### config.mk
export PLATFORM = sky130hd
export DESIGN_NAME = traffic_light_sequencer
export DESIGN_NICKNAME = d
export VERILOG_FILES = /design/src/rtl/traffic_light_sequencer.sv
export SDC_FILE = /design/constraint.sdc
export NUM_CORES = 1
export LEC_CHECK = 0
export ABC_AREA = 0
export BUFFER_PORTS_ARGS = -buffer_cell sky130_fd_sc_hd__buf_2
export CORE_MARGIN = 5
export CORE_UTILIZATION = 55
export DETAILED_ROUTE_END_ITERATION = 16
export PLACE_DENSITY = 0.81
export SLEW_MARGIN = 20
export SYNTH_ARGS = -nofsm -noshare
export SYNTH_HDL_FRONTEND = slang
export SYNTH_SLANG_ARGS = --single-unit
export TNS_END_PERCENT = 100
### constraint.sdc
create_clock -name clk -period 1.9 [get_ports clk]
set_clock_uncertainty 0.15 [all_clocks]
set_input_delay 0 -clock clk [delete_from_list [all_inputs] [get_ports clk]]
set_output_delay 0 -clock clk [all_outputs]
set_load 0.02 [all_outputs]
### src/rtl/traffic_light_sequencer.sv
// Highway/farm-road traffic light controller that sequences a 4-bit interval timer.
// Night flashing mode is compiled in when NIGHT_FLASH_EN is defined.
module traffic_light_sequencer #(
    parameter logic [3:0] T_BASE_DEF = 4'd6,
    parameter logic [3:0] T_EXT_DEF  = 4'd3,
    parameter logic [3:0] T_YEL_DEF  = 4'd2
) (
    input  logic       clk,
    input  logic       Reset,
    input  logic       sensor,
    input  logic       walk_btn,
`ifdef NIGHT_FLASH_EN
    input  logic       night,
`endif
    input  logic       expired,
    input  logic       prog_sync,
    input  logic [1:0] time_sel,
    input  logic [3:0] time_value,
    output logic [3:0] interval,
    output logic       start_timer,
    output logic [2:0] main_lights,
    output logic [2:0] side_lights,
    output logic       walk_lamp
);

    localparam int unsigned TW = 4;
    localparam int unsigned LW = 7;

    // Lamp bundles packed as {main RYG, side RYG, walk}
    localparam logic [LW-1:0] L_MAIN_GRN = 7'b001_100_0;
    localparam logic [LW-1:0] L_MAIN_YEL = 7'b010_100_0;
    localparam logic [LW-1:0] L_WALK     = 7'b100_100_1;
    localparam logic [LW-1:0] L_SIDE_GRN = 7'b100_001_0;
    localparam logic [LW-1:0] L_SIDE_YEL = 7'b100_010_0;
    localparam logic [LW-1:0] L_ALL_RED  = 7'b100_100_0;
`ifdef NIGHT_FLASH_EN
    localparam logic [LW-1:0] L_FLASH_ON  = 7'b010_100_0;
    localparam logic [LW-1:0] L_FLASH_OFF = 7'b000_000_0;
`endif

`ifdef NIGHT_FLASH_EN
    typedef enum logic [2:0] {
        MAIN_GRN, MAIN_GRN2, MAIN_YEL, WALK, SIDE_GRN, SIDE_YEL, FLASH
    } state_t;
`else
    typedef enum logic [2:0] {
        MAIN_GRN, MAIN_GRN2, MAIN_YEL, WALK, SIDE_GRN, SIDE_YEL
    } state_t;
`endif

    state_t         state;
    logic [TW-1:0]  t_base;
    logic [TW-1:0]  t_ext;
    logic [TW-1:0]  t_yel;
    logic           walk_req;
    logic           expired_q;
    logic           boot_pend;
`ifdef NIGHT_FLASH_EN
    logic           flash_lit;
`endif

    logic           exp_evt;
    logic           prog_wr;
    logic [TW-1:0]  wr_val;

    // Rising edge of expiry, masked while the timer is being (re)started
    assign exp_evt = expired & ~expired_q & ~start_timer;
    assign prog_wr = prog_sync & (time_sel != 2'b11);
    assign wr_val  = (time_value == '0) ? TW'(1) : time_value;

    function automatic state_t seq_next(input state_t s, input logic wreq);
        case (s)
            MAIN_GRN:  seq_next = MAIN_GRN2;
            MAIN_GRN2: seq_next = MAIN_YEL;
            MAIN_YEL:  seq_next = wreq ? WALK : SIDE_GRN;
            WALK:      seq_next = SIDE_GRN;
            SIDE_GRN:  seq_next = SIDE_YEL;
            default:   seq_next = MAIN_GRN;
        endcase
    endfunction

    function automatic logic [TW-1:0] seq_interval(input state_t s, input logic sens,
                                                   input logic [TW-1:0] tb,
                                                   input logic [TW-1:0] te,
                                                   input logic [TW-1:0] ty);
        case (s)
            MAIN_GRN:            seq_interval = tb;
            MAIN_GRN2, SIDE_GRN: seq_interval = sens ? te : tb;
            MAIN_YEL, SIDE_YEL:  seq_interval = ty;
            WALK:                seq_interval = te;
            default:             seq_interval = TW'(1);
        endcase
    endfunction

    function automatic logic [LW-1:0] seq_lamps(input state_t s);
        case (s)
            MAIN_GRN, MAIN_GRN2: seq_lamps = L_MAIN_GRN;
            MAIN_YEL:            seq_lamps = L_MAIN_YEL;
            WALK:                seq_lamps = L_WALK;
            SIDE_GRN:            seq_lamps = L_SIDE_GRN;
            SIDE_YEL:            seq_lamps = L_SIDE_YEL;
            default:             seq_lamps = L_ALL_RED;
        endcase
    endfunction

    // State, interval registers and all outputs
    always_ff @(posedge clk) begin
        if (Reset) begin
            state       <= MAIN_GRN;
            t_base      <= T_BASE_DEF;
            t_ext       <= T_EXT_DEF;
            t_yel       <= T_YEL_DEF;
            walk_req    <= 1'b0;
            expired_q   <= 1'b0;
            boot_pend   <= 1'b1;
            interval    <= T_BASE_DEF;
            start_timer <= 1'b0;
            {main_lights, side_lights, walk_lamp} <= L_MAIN_GRN;
`ifdef NIGHT_FLASH_EN
            flash_lit   <= 1'b0;
`endif
        end else begin
            expired_q   <= expired;
            start_timer <= 1'b0;
            if (walk_btn && (state != WALK)) begin
                walk_req <= 1'b1;
            end

            if (prog_wr) begin
                // A valid write restarts the cycle from MAIN_GRN with the new values
                case (time_sel)
                    2'b00:   t_base <= wr_val;
                    2'b01:   t_ext  <= wr_val;
                    default: t_yel  <= wr_val;
                endcase
                state       <= MAIN_GRN;
                interval    <= (time_sel == 2'b00) ? wr_val : t_base;
                start_timer <= 1'b1;
                boot_pend   <= 1'b0;
                {main_lights, side_lights, walk_lamp} <= L_MAIN_GRN;
            end else if (boot_pend) begin
                boot_pend   <= 1'b0;
                interval    <= t_base;
                start_timer <= 1'b1;
            end else if (exp_evt) begin
                start_timer <= 1'b1;
`ifdef NIGHT_FLASH_EN
                if (night) begin
                    state    <= FLASH;
                    interval <= TW'(1);
                    if ((state == FLASH) && flash_lit) begin
                        flash_lit <= 1'b0;
                        {main_lights, side_lights, walk_lamp} <= L_FLASH_OFF;
                    end else begin
                        flash_lit <= 1'b1;
                        {main_lights, side_lights, walk_lamp} <= L_FLASH_ON;
                    end
                end else
`endif
                begin
                    state    <= seq_next(state, walk_req);
                    interval <= seq_interval(seq_next(state, walk_req), sensor,
                                             t_base, t_ext, t_yel);
                    {main_lights, side_lights, walk_lamp} <= seq_lamps(seq_next(state, walk_req));
                    if (seq_next(state, walk_req) == WALK) begin
                        walk_req <= 1'b0;
                    end
                end
            end
        end
    end

endmodule

**Word-level counts from Yosys, hierarchy flattened**

Cells that the tools add are included.

- Register bits: 30
- Input bits: 12
- Word-level logic and storage cells: 68

- Eq/ne operators: 12
- Mux-type cells: 23
- Bitwise gates (word level): 7
- Reductions and logical operators: 14

Operators by type and width:

| kind | number |
|---|---|
| $pmux 7 s5 | 1 |
| $mux 4 | 6 |
| $pmux 4 s4 | 1 |
| $mux 3 | 5 |
| $pmux 3 s5 | 1 |
| $eq 3x2->1 const B | 4 |
| $reduce_or 2->1 | 5 |
| $eq 3x3->1 const B | 3 |
| $mux 1 | 9 |
| $eq 3x1->1 const B | 2 |
| $logic_not 3->1 | 2 |
| $reduce_and 2->1 | 3 |
| $logic_not 4->1 | 1 |
| $not 1->1 | 4 |
| $and 1x1->1 | 3 |
| $ne 3x2->1 const B | 1 |
| $reduce_bool 3->1 | 1 |
| $eq 2x1->1 const B | 1 |
| $logic_not 2->1 | 1 |
| $ne 2x2->1 const B | 1 |
| $logic_and 1x1->1 | 1 |

**Longest topological paths before layout**

Gate-level depths: netlist (run 1).

- Depth in word-level cells: 13
- Mapped depth: 6
- Gate-level depth less buffers: 5

**Least setup slack after synthesis (run 1)**

No wires, ideal clock.

- Kind: register -> register
- Start point: register boot_pend
- End point: register interval[1]
- Library setup time: 0.125 ns
- Arrival time: 1.458 ns
- Data required time: 1.625 ns
- Path slack: 0.167 ns
- Stages on the path, launching flop included: 7
- Buffers on the path: 1
- Cells stage by stage: dfxtp_1 > or4b_1 > buf_2 > o21ai_2 > o311ai_1 > a211oi_1 > o31ai_1

- Longest elaborated chain between the ends: 2

Ends and longest elaborated chain:

| item | line | text |
|---|---|---|
| start, declared | 57 | `logic boot_pend;` |
| start signal, assigned | 115 | `boot_pend <= 1'b1;` |
| start signal, assigned | 139 | `boot_pend <= 1'b0;` |
| start signal, assigned | 142 | `boot_pend <= 1'b0;` |
| $mux 4 | 141 | `end else if (boot_pend) begin` |
| $mux 4 | 129 | `if (prog_wr) begin` |
| end signal, assigned | 137 | `interval <= (time_sel == 2'b00) ? wr_val : t_base;` |
| end signal, assigned | 143 | `interval <= t_base;` |
| end signal, assigned | 162 | `interval <= seq_interval(seq_next(state, walk_req), sensor,` |
| end, declared | 19 | `output logic [3:0] interval,` |

Parallel ways exist; a longest one is shown, timed or not.
A chain may end at the register's enable or synchronous reset.

**Worst setup path in the final report (run 1)**

Ends and elaborated chain as after synthesis.

==> impl_metrics.toml, run 1 <==
[global_route]
grt_use_met1_pct = 27.51
antenna_found_initial = 0
grt_pass1_wl_um = 6203
grt_use_total_pct = 22.90
overflow = 0
grt_pass1_vias = 1408
grt-busiest-layer = "met2"
use_met2_pct = 35.20
grt_max_degree = 17
grt_use_met3_pct = 5.660

[critical_path]
path_buf_inv = 0
cpLargestDelayFamily = "compound AO/OA/AOI/OAI gates"
crit_fanout = 3
cp-startpoint = "boot_pend"
crit_type = "register to register"
cp-start-kind = "register"
worstPathRequired_ns = 1.97
setup.worst_path.end_class = "register"
r2r_start = "boot_pend"
slowest_stage = "or4b_1"
crit_arrival_ns = 1.85
r2r_slack_ns = 0.11
max_stage_delay_ns = 0.58
worstPathCellList = "or4b_1, o21ai_2, o311ai_1, a211oi_1, o31ai_1"
rr_worst_depth = 5
worstReg2RegEnd = "interval[1]"

[routing]
wirelength_um = 3820
drc = 0
vias = 1486
drt-initial-drc-count = 118
avgRoutedWirePerCell_um = 15.40
ant_nets = 0
viasPerCell = 5.992
firstDrtPassIters = 4

[cells_and_area]
synthToLayoutAreaGrowth_pct = 26.51
layout_commonest_cell = "dfxtp_1"
nFillCells = 194
drive_gt1_share_pct = 18.35
fin_area_sq_mm = 0.001833
layout.nets = 229
antenna_cells = 0
fin_util_pct = 73.32
final_cell_mix = "dfxtp_1 (27), nor2_1 (25), buf_2 (23)"

[yosys]
synth_seq_cells = 30
yosysWarningCount = 0
synthesis.nets = 193
synth_ff_type = "dfxtp_1"
async_reset_ff_share_pct = 0
ys_seq_area_share_pct = 41.45
synthesis.area_sq_mm = 0.001449
synth_edf_count = 0
synthCells = 181
yosysUniqueCellTypes = 40
syn_area_per_cell_sq_um = 8.005

[place]
place_congestion = 0.9308
dp_hpwl_um = 2565
post-place-ws_ns = 0.03395
post_dp_cell_area_sq_mm = 0.001579
port_buffers = 23

[timing]
period_minus_slack_ns = 1.786
hold_viol_final = 0
setup_violations = 0
post-route-period-util_pct = 94.02
finalMaxSlewViolations = 0
tns_ns = 0
max_slew_margin_pct = 67.79
max_freq_mhz = 559.8
grt_setup_unrepaired = "no"
worst_pin_slew_ns = 0.4821
worst_slack_ns = 0.1136

[min_path]
hold_depth = 6
hp-start = "sensor"
whs_endpoint = "interval[1]"
hp-class = "input pin to register"

[cts]
cts.clk_slew.worst_paths_ns = 0.09
clock-sinks = 30
clock_latency_ns = 0.34
htreeDepth = 2
cts-buffers-inserted = 5
post_cts_buffers = 0
cts_tree = "built"
cts_buffer_depth = 2
cts-root-buf = "clkbuf_4"

[floorplanning]
die_area_sq_mm = 0.003761
die_x_um = 61.33
coreArea_sq_mm = 0.002500
io_pins = 24
die_h_um = 61.33
start_util_pct = 57.96
rows = 18

[pwr]
vdd.ir_drop.worst_mv = 1.031
total_power_mw = 1.547
p_leak_nw = 0.7535
power_density_mw_per_mm2 = 843.7

[run_status]
outcome = "completed"

[job]
maxCapViolCount = 0
-- worst max-delay path by stage --
stage,slack [ns],cells past startpoint,end
2_1_floorplan,0.17,6,interval[1]
3_3_place_gp,0.10,5,interval[1]
5_1_grt,0.02,5,interval[2]
6_report,0.11,5,interval[1]
3_5_place_dp,0.03,5,interval[1]
4_1_cts,0.06,5,interval[1]
-- power breakdown --
group	internal [mW]	switching [mW]	leakage [nW]
Clock	0.446	0.226	0.0585
Sequential	0.653	0.0207	0.247
Combinational	0.0857	0.116	0.448
-- routing by layer --
metal,vias up,routed length [um]
li1,720,-
met1,687,1613
met2,59,1774
met3,20,263
met4,0,168
met5,-,0
-- cells in the mapped netlist, drive strengths merged, types with 2 or more instances --
| cell | n | area share (%) |
|---|---|---|
| nor3 | 14 | 4.8 |
| a21oi | 13 | 4.5 |
| o21ai | 10 | 3.7 |
| o22ai | 3 | 1.3 |
| a211oi | 4 | 2.1 |
| and2 | 2 | 0.86 |
| o311ai | 2 | 1.2 |
| nor3b | 4 | 2.4 |
| a21boi | 2 | 1.0 |
| mux2i | 5 | 3.5 |
| nor2 | 25 | 6.5 |
| nand3b | 3 | 1.6 |
| dfxtp | 30 | 41 |
| nand2 | 21 | 5.4 |
| o31ai | 3 | 1.6 |
| nand2b | 4 | 1.7 |
| a32oi | 2 | 1.2 |
| nor2b | 2 | 0.86 |
| clkbuf | 4 | 1.0 |
| inv | 6 | 1.6 |
| buf | 6 | 2.1 |
-- sequential cells by signal (all words and copies together) (netlist names), 3 cells and up --
signal	count
side_lights	3
t_base	4
main_lights	3
interval	4
t_yel	4
state	3
t_ext	4
-- stage by stage --
stage / hold WS (ns) / cells
5_1_grt: 0.2440 / 248
2_1_floorplan: -0.1223 / 181
3_3_place_gp: 0.08728 / 227
3_5_place_dp: 0.1210 / 227
6_report: 0.1747 / 248
4_1_cts: 0.1692 / 248
-- timing repair --
| action | CTS | global route |
|---|---|---|
| hold buffers | 13 | 0 |
| resized for setup | 1 | 5 |
| endpoints found under the setup margin | 1 | 4 |
| hold endpoints to repair | 20 | 0 |
| pin swaps | 0 | 0 |
-- area by class of cell --
cell class	instances	area (sq um)	share of cell area [%]
Multi-Input combinational cell	135	787.0	42.94
Timing Repair Buffer	39	267.8	14.61
Sequential cell	30	606.8	33.11
Tap cell	30	37.54	2.048
Clock inverter	2	60.06	3.276
Inverter	6	22.52	1.229
Clock buffer	6	51.30	2.799
-- logic make-up (layout without fill, tap and decap cells) --
logic type      after synthesis  count (layout)  share of synthesized area (%)
compound gates               49              49                          22.45
xor+xnor                      2               2                          1.209
buf+inv                      16              53                          4.663
flops                        30              30                          41.45
mux                           5               5                          3.454
simple gates                 79              79                          26.77
-- worst min-delay path, stage by stage --
cell	delay, ns
buf_2	0.12
nand2b_1	0.07
nand2_1	0.07
nor3_1	0.04
a211oi_1	0.19
o31ai_1	0.12
(Power assumes the default switching activity.)
==> run 2, diff against run 1 <==
Settings changed: ABC_AREA 0 to 1, CORE_UTILIZATION 55 to 57, CTS_BUF_LIST from default to sky130_fd_sc_hd__clkbuf_4 sky130_fd_sc_hd__clkbuf_8, HOLD_SLACK_MARGIN from default to 0.15, PLACE_DENSITY 0.81 to 0.84.
==> run 2 against run 1 <==
Net effect: worst setup slack worse by 0.058 ns; largest power group unchanged; wire length is 1.9% lower; final cell count is 15% higher; flip-flop and latch count stayed put.
==> impl_metrics.toml, run 2 <==
[yosys]
synthesis.area_sq_mm = 0.001419
yosysUniqueCellTypes = 20
async_reset_ff_share_pct = 0
synth.largest_area_cell = "dfxtp_1"
synth_top_family_by_area = "simple AND/OR/NAND/NOR gates"
synthCells = 203
synth_top_area_share_pct = 42.33
muxShareOfSynthArea_pct = 0
synth_ff_type = "dfxtp_1"
synthSimpleGateAreaFrac_pct = 26.90
synth_common_cells = "nand2_1 (57), dfxtp_1 (30), inv_1 (23), o21ai_0 (23), a21oi_1 (21)"
synthTopCellsByArea = "dfxtp_1 (42%), nand2_1 (15%), o21ai_0 (8.1%), a21oi_1 (7.4%), inv_1 (6.1%)"
synth_edf_count = 0
synth.most_common_cell = "nand2_1"
synth_seq_cells = 30
synthesis.nets = 215
yosysWarningCount = 0
syn_area_per_cell_sq_um = 6.989
synth_xor_area_share_pct = 0
synth_fa_ha_area_share_pct = 0
ys_seq_area_share_pct = 42.33
synth_compound_area_share_pct = 22.84

[cells_and_area]
drive_gt1_share_pct = 17.97
multiInputGateArea_sq_um = 711.9
layout.nets = 268
layout_commonest_cell = "nand2_1"
final_cell_mix = "nand2_1 (57), dfxtp_1 (30), dlygate4sd3_1 (24)"
nFillCells = 199
fin_util_pct = 76.75
ff_latch_area_sq_um = 600.6
synthToLayoutAreaGrowth_pct = 31.57
antenna_cells = 0

[critical_path]
crit_fanout = 5
slowest_stage = "dlygate4sd3_1"
worstPathRequired_ns = 1.98
crit_arrival_ns = 1.92
setup.worst_path.end_class = "register"
max_stage_delay_ns = 0.61
worstPathCellList = "buf_2, nor2_2, dlygate4sd3_1, inv_1, o21ai_1, o211ai_1, dlygate4sd3_1"
crit_path_frequent_cell = "dlygate4sd3_1"
cp-start-kind = "input pin"
crit_type = "input pin to register"

[timing]
post-route-period-util_pct = 97.07
finalMaxSlewViolations = 0
period_minus_slack_ns = 1.844
tns_ns = 0
setup_violations = 0
worst_pin_slew_ns = 0.3856
hold_ws_ns = 0.1949
max_slew_margin_pct = 74.27
max_freq_mhz = 542.2
hold_viol_final = 0

[cts]
post_cts_buffers = 0
cts-buffers-inserted = 5
cts_buffer_depth = 2
cts.clk_slew.worst_paths_ns = 0.09
clock-sinks = 30
htreeDepth = 2
cts_tree = "built"
clock_latency_ns = 0.33
cts-root-buf = "clkbuf_4"

[pwr]
power_density_mw_per_mm2 = 694.4
p_seq_share_pct = 52.8
power.switching_uw = 368.7
power_switching_share_pct = 28.44
internal_power_uw = 927.6
vdd.ir_drop.worst_mv = 0.7059
clockPowerShare_pct = 29.0
p_comb_share_pct = 18.3
p_leak_nw = 0.8776

[place]
dp_hpwl_um = 2556
port_buffers = 23
place_congestion = 0.8874

[floorplanning]
die_area_sq_mm = 0.003587
coreArea_sq_mm = 0.002432
rows = 18
die_x_um = 59.89
start_util_pct = 58.33
die_h_um = 59.89
io_pins = 24

[global_route]
grt_use_total_pct = 23.34
grt_max_degree = 15
overflow = 0
grt_pass1_vias = 1450
grt_pass1_wl_um = 6196
antenna_found_initial = 0

[routing]
wirelength_um = 3748
drt-initial-drc-count = 51
ant_nets = 0
vias = 1479
viasPerCell = 5.171
avgRoutedWirePerCell_um = 13.10
firstDrtPassIters = 4
drc = 0

[run_status]
outcome = "completed"

[min_path]
hp-class = "input pin to register"

[job]
maxCapViolCount = 0
==> run 2: cell types whose count changed in the layout (fill, tap and decap cells not counted), moves of 6 or more <==
cell,change
a21oi_1,+7
dlygate4sd3_1,+11
inv_1,+17
inv_2,+6
nand2_1,+36
nand3_1,+10
nor2_1,-14
nor3_1,-13
o21ai_0,+12
==> run 2: final timing paths <==
check | from | to | slack [ns] | depth (start not counted)
setup reg to reg | t_base[2] | t_base[2] | 0.30 | 5
setup / recovery | time_sel[1] | t_base[2] | 0.06 | 7
hold / removal | time_sel[0] | interval[0] | 0.19 | 5
hold reg to reg | side_lights[0] | side_lights[0] | 0.31 | 2
==> run 2: cell families (layout without fill, tap and decap cells) <==
family / Yosys count / count (layout)
flip-flops: 30 / 30
AO/OA/AOI/OAI: 57 / 57
AND/OR/NAND/NOR: 86 / 86
buffers and inverters: 30 / 83
==> run 2: final cells by class <==
| cell class | instances | share of cell area [%] |
|---|---|---|
| Clock buffer | 7 | 2.815 |
| Timing Repair Buffer | 47 | 19.03 |
| Tap cell | 30 | 2.011 |
| Inverter | 29 | 5.831 |
| Sequential cell | 30 | 32.17 |
| Multi-Input combinational cell | 143 | 38.14 |
==> run 2: what timing repair did <==
| action | in CTS | in global routing |
|---|---|---|
| hold endpoints to repair | 30 | 0 |
| endpoints found under the setup margin | 0 | 2 |
| hold buffers | 24 | 0 |
| gates resized for setup | 0 | 4 |
==> run 2: worst max-delay path: cells and delay by family <==
kind | cells | cell delay (ns)
compound gates | 2 | 0.35
buf+inv | 4 | 1.44
simple gates | 1 | 0.14
==> run 2: per-layer routing <==
layer | wire [um] | vias to the layer above | part of all wire (%) | GRT usage, %
met5 | 0 | - | 0 | 0
met4 | 59 | 0 | 1.6 | 11.08
met3 | 240 | 6 | 6.4 | 7.127
met2 | 1890 | 47 | 50 | 40.90
met1 | 1557 | 654 | 42 | 25.30
li1 | - | 772 | - | -
==> run 2: power by group through the flow <==
stage | clock (mW) | combinational, mW | sequential (mW)
5_1_grt | 0.413 | 0.264 | 0.687
3_3_place_gp | 0 | 0.186 | 0.697
6_report | 0.376 | 0.237 | 0.684
2_1_floorplan | 0 | 0.117 | 0.707
4_1_cts | 0.386 | 0.229 | 0.683
3_5_place_dp | 0 | 0.188 | 0.698
==> run 2: per-stage QoR <==
step | power (mW) | area, sq um | setup slack (ns) | instances
finish | 1.296 | 1867 | 0.05568 | 286
global route | 1.364 | 1867 | -0.01456 | 286
CTS | 1.299 | 1861 | 0.008664 | 286
detailed placement | 0.8859 | 1568 | 0.4204 | 255
global placement | 0.8829 | 1568 | 0.4472 | 255
floorplan | 0.8236 | 1419 | 0.4918 | 203
==> run 3, diff against run 2 <==
Settings changed: BUFFER_PORTS_ARGS -buffer_cell sky130_fd_sc_hd__buf_2 to default, CORE_UTILIZATION 57 to 64, DONT_BUFFER_PORTS from default to 1, PLACE_DENSITY 0.84 to 0.83, SKIP_CTS_REPAIR_TIMING from default to 1.
==> run 3 against run 2 <==
Net effect: the run now ends with setup timing left; sequential power is 3% higher; register-to-register slack lost 0.12 ns; flip-flop and latch count is the same; highest routed layer unchanged.
==> impl_metrics.toml, run 3 (synthesis gave the netlist of run 2 again) <==
[run_status]
outcome = "finished, violations left"
failed_checks = "setup timing"

[floorplanning]
start_util_pct = 65.40
die_area_sq_mm = 0.003259
io_pins = 24
rows = 17
die_x_um = 57.09
coreArea_sq_mm = 0.002170
die_h_um = 57.09

[critical_path]
cp-start-kind = "input pin"
r2r_slack_ns = 0.18
worstPathRequired_ns = 2.03
crit_arrival_ns = 2.06
crit_fanout = 10
crit_type = "input pin to register"
setup.worst_path.end_class = "register"

[timing]
hold_ws_ns = 0.1081
finalMaxSlewViolations = 0
post-route-period-util_pct = 101.6
worst_pin_slew_ns = 0.3863
worst_slack_ns = -0.03035
setup_violations = 1
tns_ns = -0.03035
max_freq_mhz = 518.0
hold_viol_final = 0
max_slew_margin_pct = 74.22
period_minus_slack_ns = 1.930

[place]
dp_hpwl_um = 2496
dp.cells = 230
port_buffers = 0
place_congestion = 0.8551

[global_route]
overflow = 0
grt_max_degree = 15
grt_pass1_wl_um = 5402
grt_pass1_vias = 1233
antenna_found_initial = 0
grt_use_total_pct = 21.50

[min_path]
hp-class = "input pin to register"

[pwr]
vdd.ir_drop.worst_mv = 0.7071
total_power_mw = 1.326
p_leak_nw = 0.8027
power_density_mw_per_mm2 = 743.0

[cts]
cts_buffer_depth = 2
cts-root-buf = "clkbuf_4"
cts_tree = "built"
clock-sinks = 30
htreeDepth = 2
cts.clk_slew.worst_paths_ns = 0.10
clock_latency_ns = 0.34
cts-buffers-inserted = 5

[job]
maxCapViolCount = 0

[cells_and_area]
synthToLayoutAreaGrowth_pct = 25.75
fin_util_pct = 82.24
drive_gt1_share_pct = 9.283
layout.nets = 248
nFillCells = 142
final_cell_mix = "nand2_1 (57), dfxtp_1 (30), dlygate4sd3_1 (27)"
layoutNonFillerInstCount = 265
antenna_cells = 0
layout_commonest_cell = "nand2_1"

[routing]
firstDrtPassIters = 4
wirelength_um = 3894
ant_nets = 0
vias = 1538
drt-initial-drc-count = 45
drc = 0
avgRoutedWirePerCell_um = 14.69
viasPerCell = 5.804
## run 3: cell count changes in the layout (fill, tap and decap cells not counted), moves of 2 or more
cell / delta
o21ai_0: +2
buf_2: -23
o21ai_1: -2
dlygate4sd3_1: +3
## run 3: worst max-delay path: stages
cell and delay, ns:
inv_1 0.05, a21oi_4 0.31, inv_2 0.08, dlygate4sd3_1 0.63
a21oi_1 0.15, o21ai_0 0.14, o211ai_1 0.12, dlygate4sd3_1 0.57
## run 3: path summary, 6_finish.rpt
path	startpoint	to	cells after the start
setup / recovery	prog_sync	t_base[2]	8
hold / removal	time_sel[1]	interval[0]	4
setup reg to reg	start_timer	start_timer	4
hold reg to reg	walk_req	walk_req	2
## run 3: per-layer routing
metal	up-vias	part of all wire (%)	GRT usage [%]
li1	733	-	-
met1	702	39	23.92
met2	83	50	36.38
met3	20	7.7	9.050
met4	0	3.7	8.278
met5	-	0	0
## run 3: area by class of cell
type,count,area [sq um],share of cell area (%)
clock buffer,7,58.81,3.296
clock inverter,1,5.005,0.2805
inverter,29,108.9,6.101
multi-input combinational,143,705.7,39.55
sequential,30,600.6,33.66
tap,28,35.03,1.964
timing repair buffer,27,270.3,15.15
## run 3: stage by stage
stage	instance area (sq um)	worst slack (ns)
6_report	1784	-0.03035
4_1_cts	1514	0.3101
5_1_grt	1784	-0.03949
3_5_place_dp	1450	0.3396
3_3_place_gp	1450	0.3684
2_1_floorplan	1419	0.4918
## run 3: report_power, final
part / leakage, nW / switching [mW] / internal (mW)
Clock: 0.0387 / 0.222 / 0.193
Sequential: 0.246 / 0.0417 / 0.661
Combinational: 0.518 / 0.118 / 0.0898
Total: 0.803 / 0.382 / 0.944
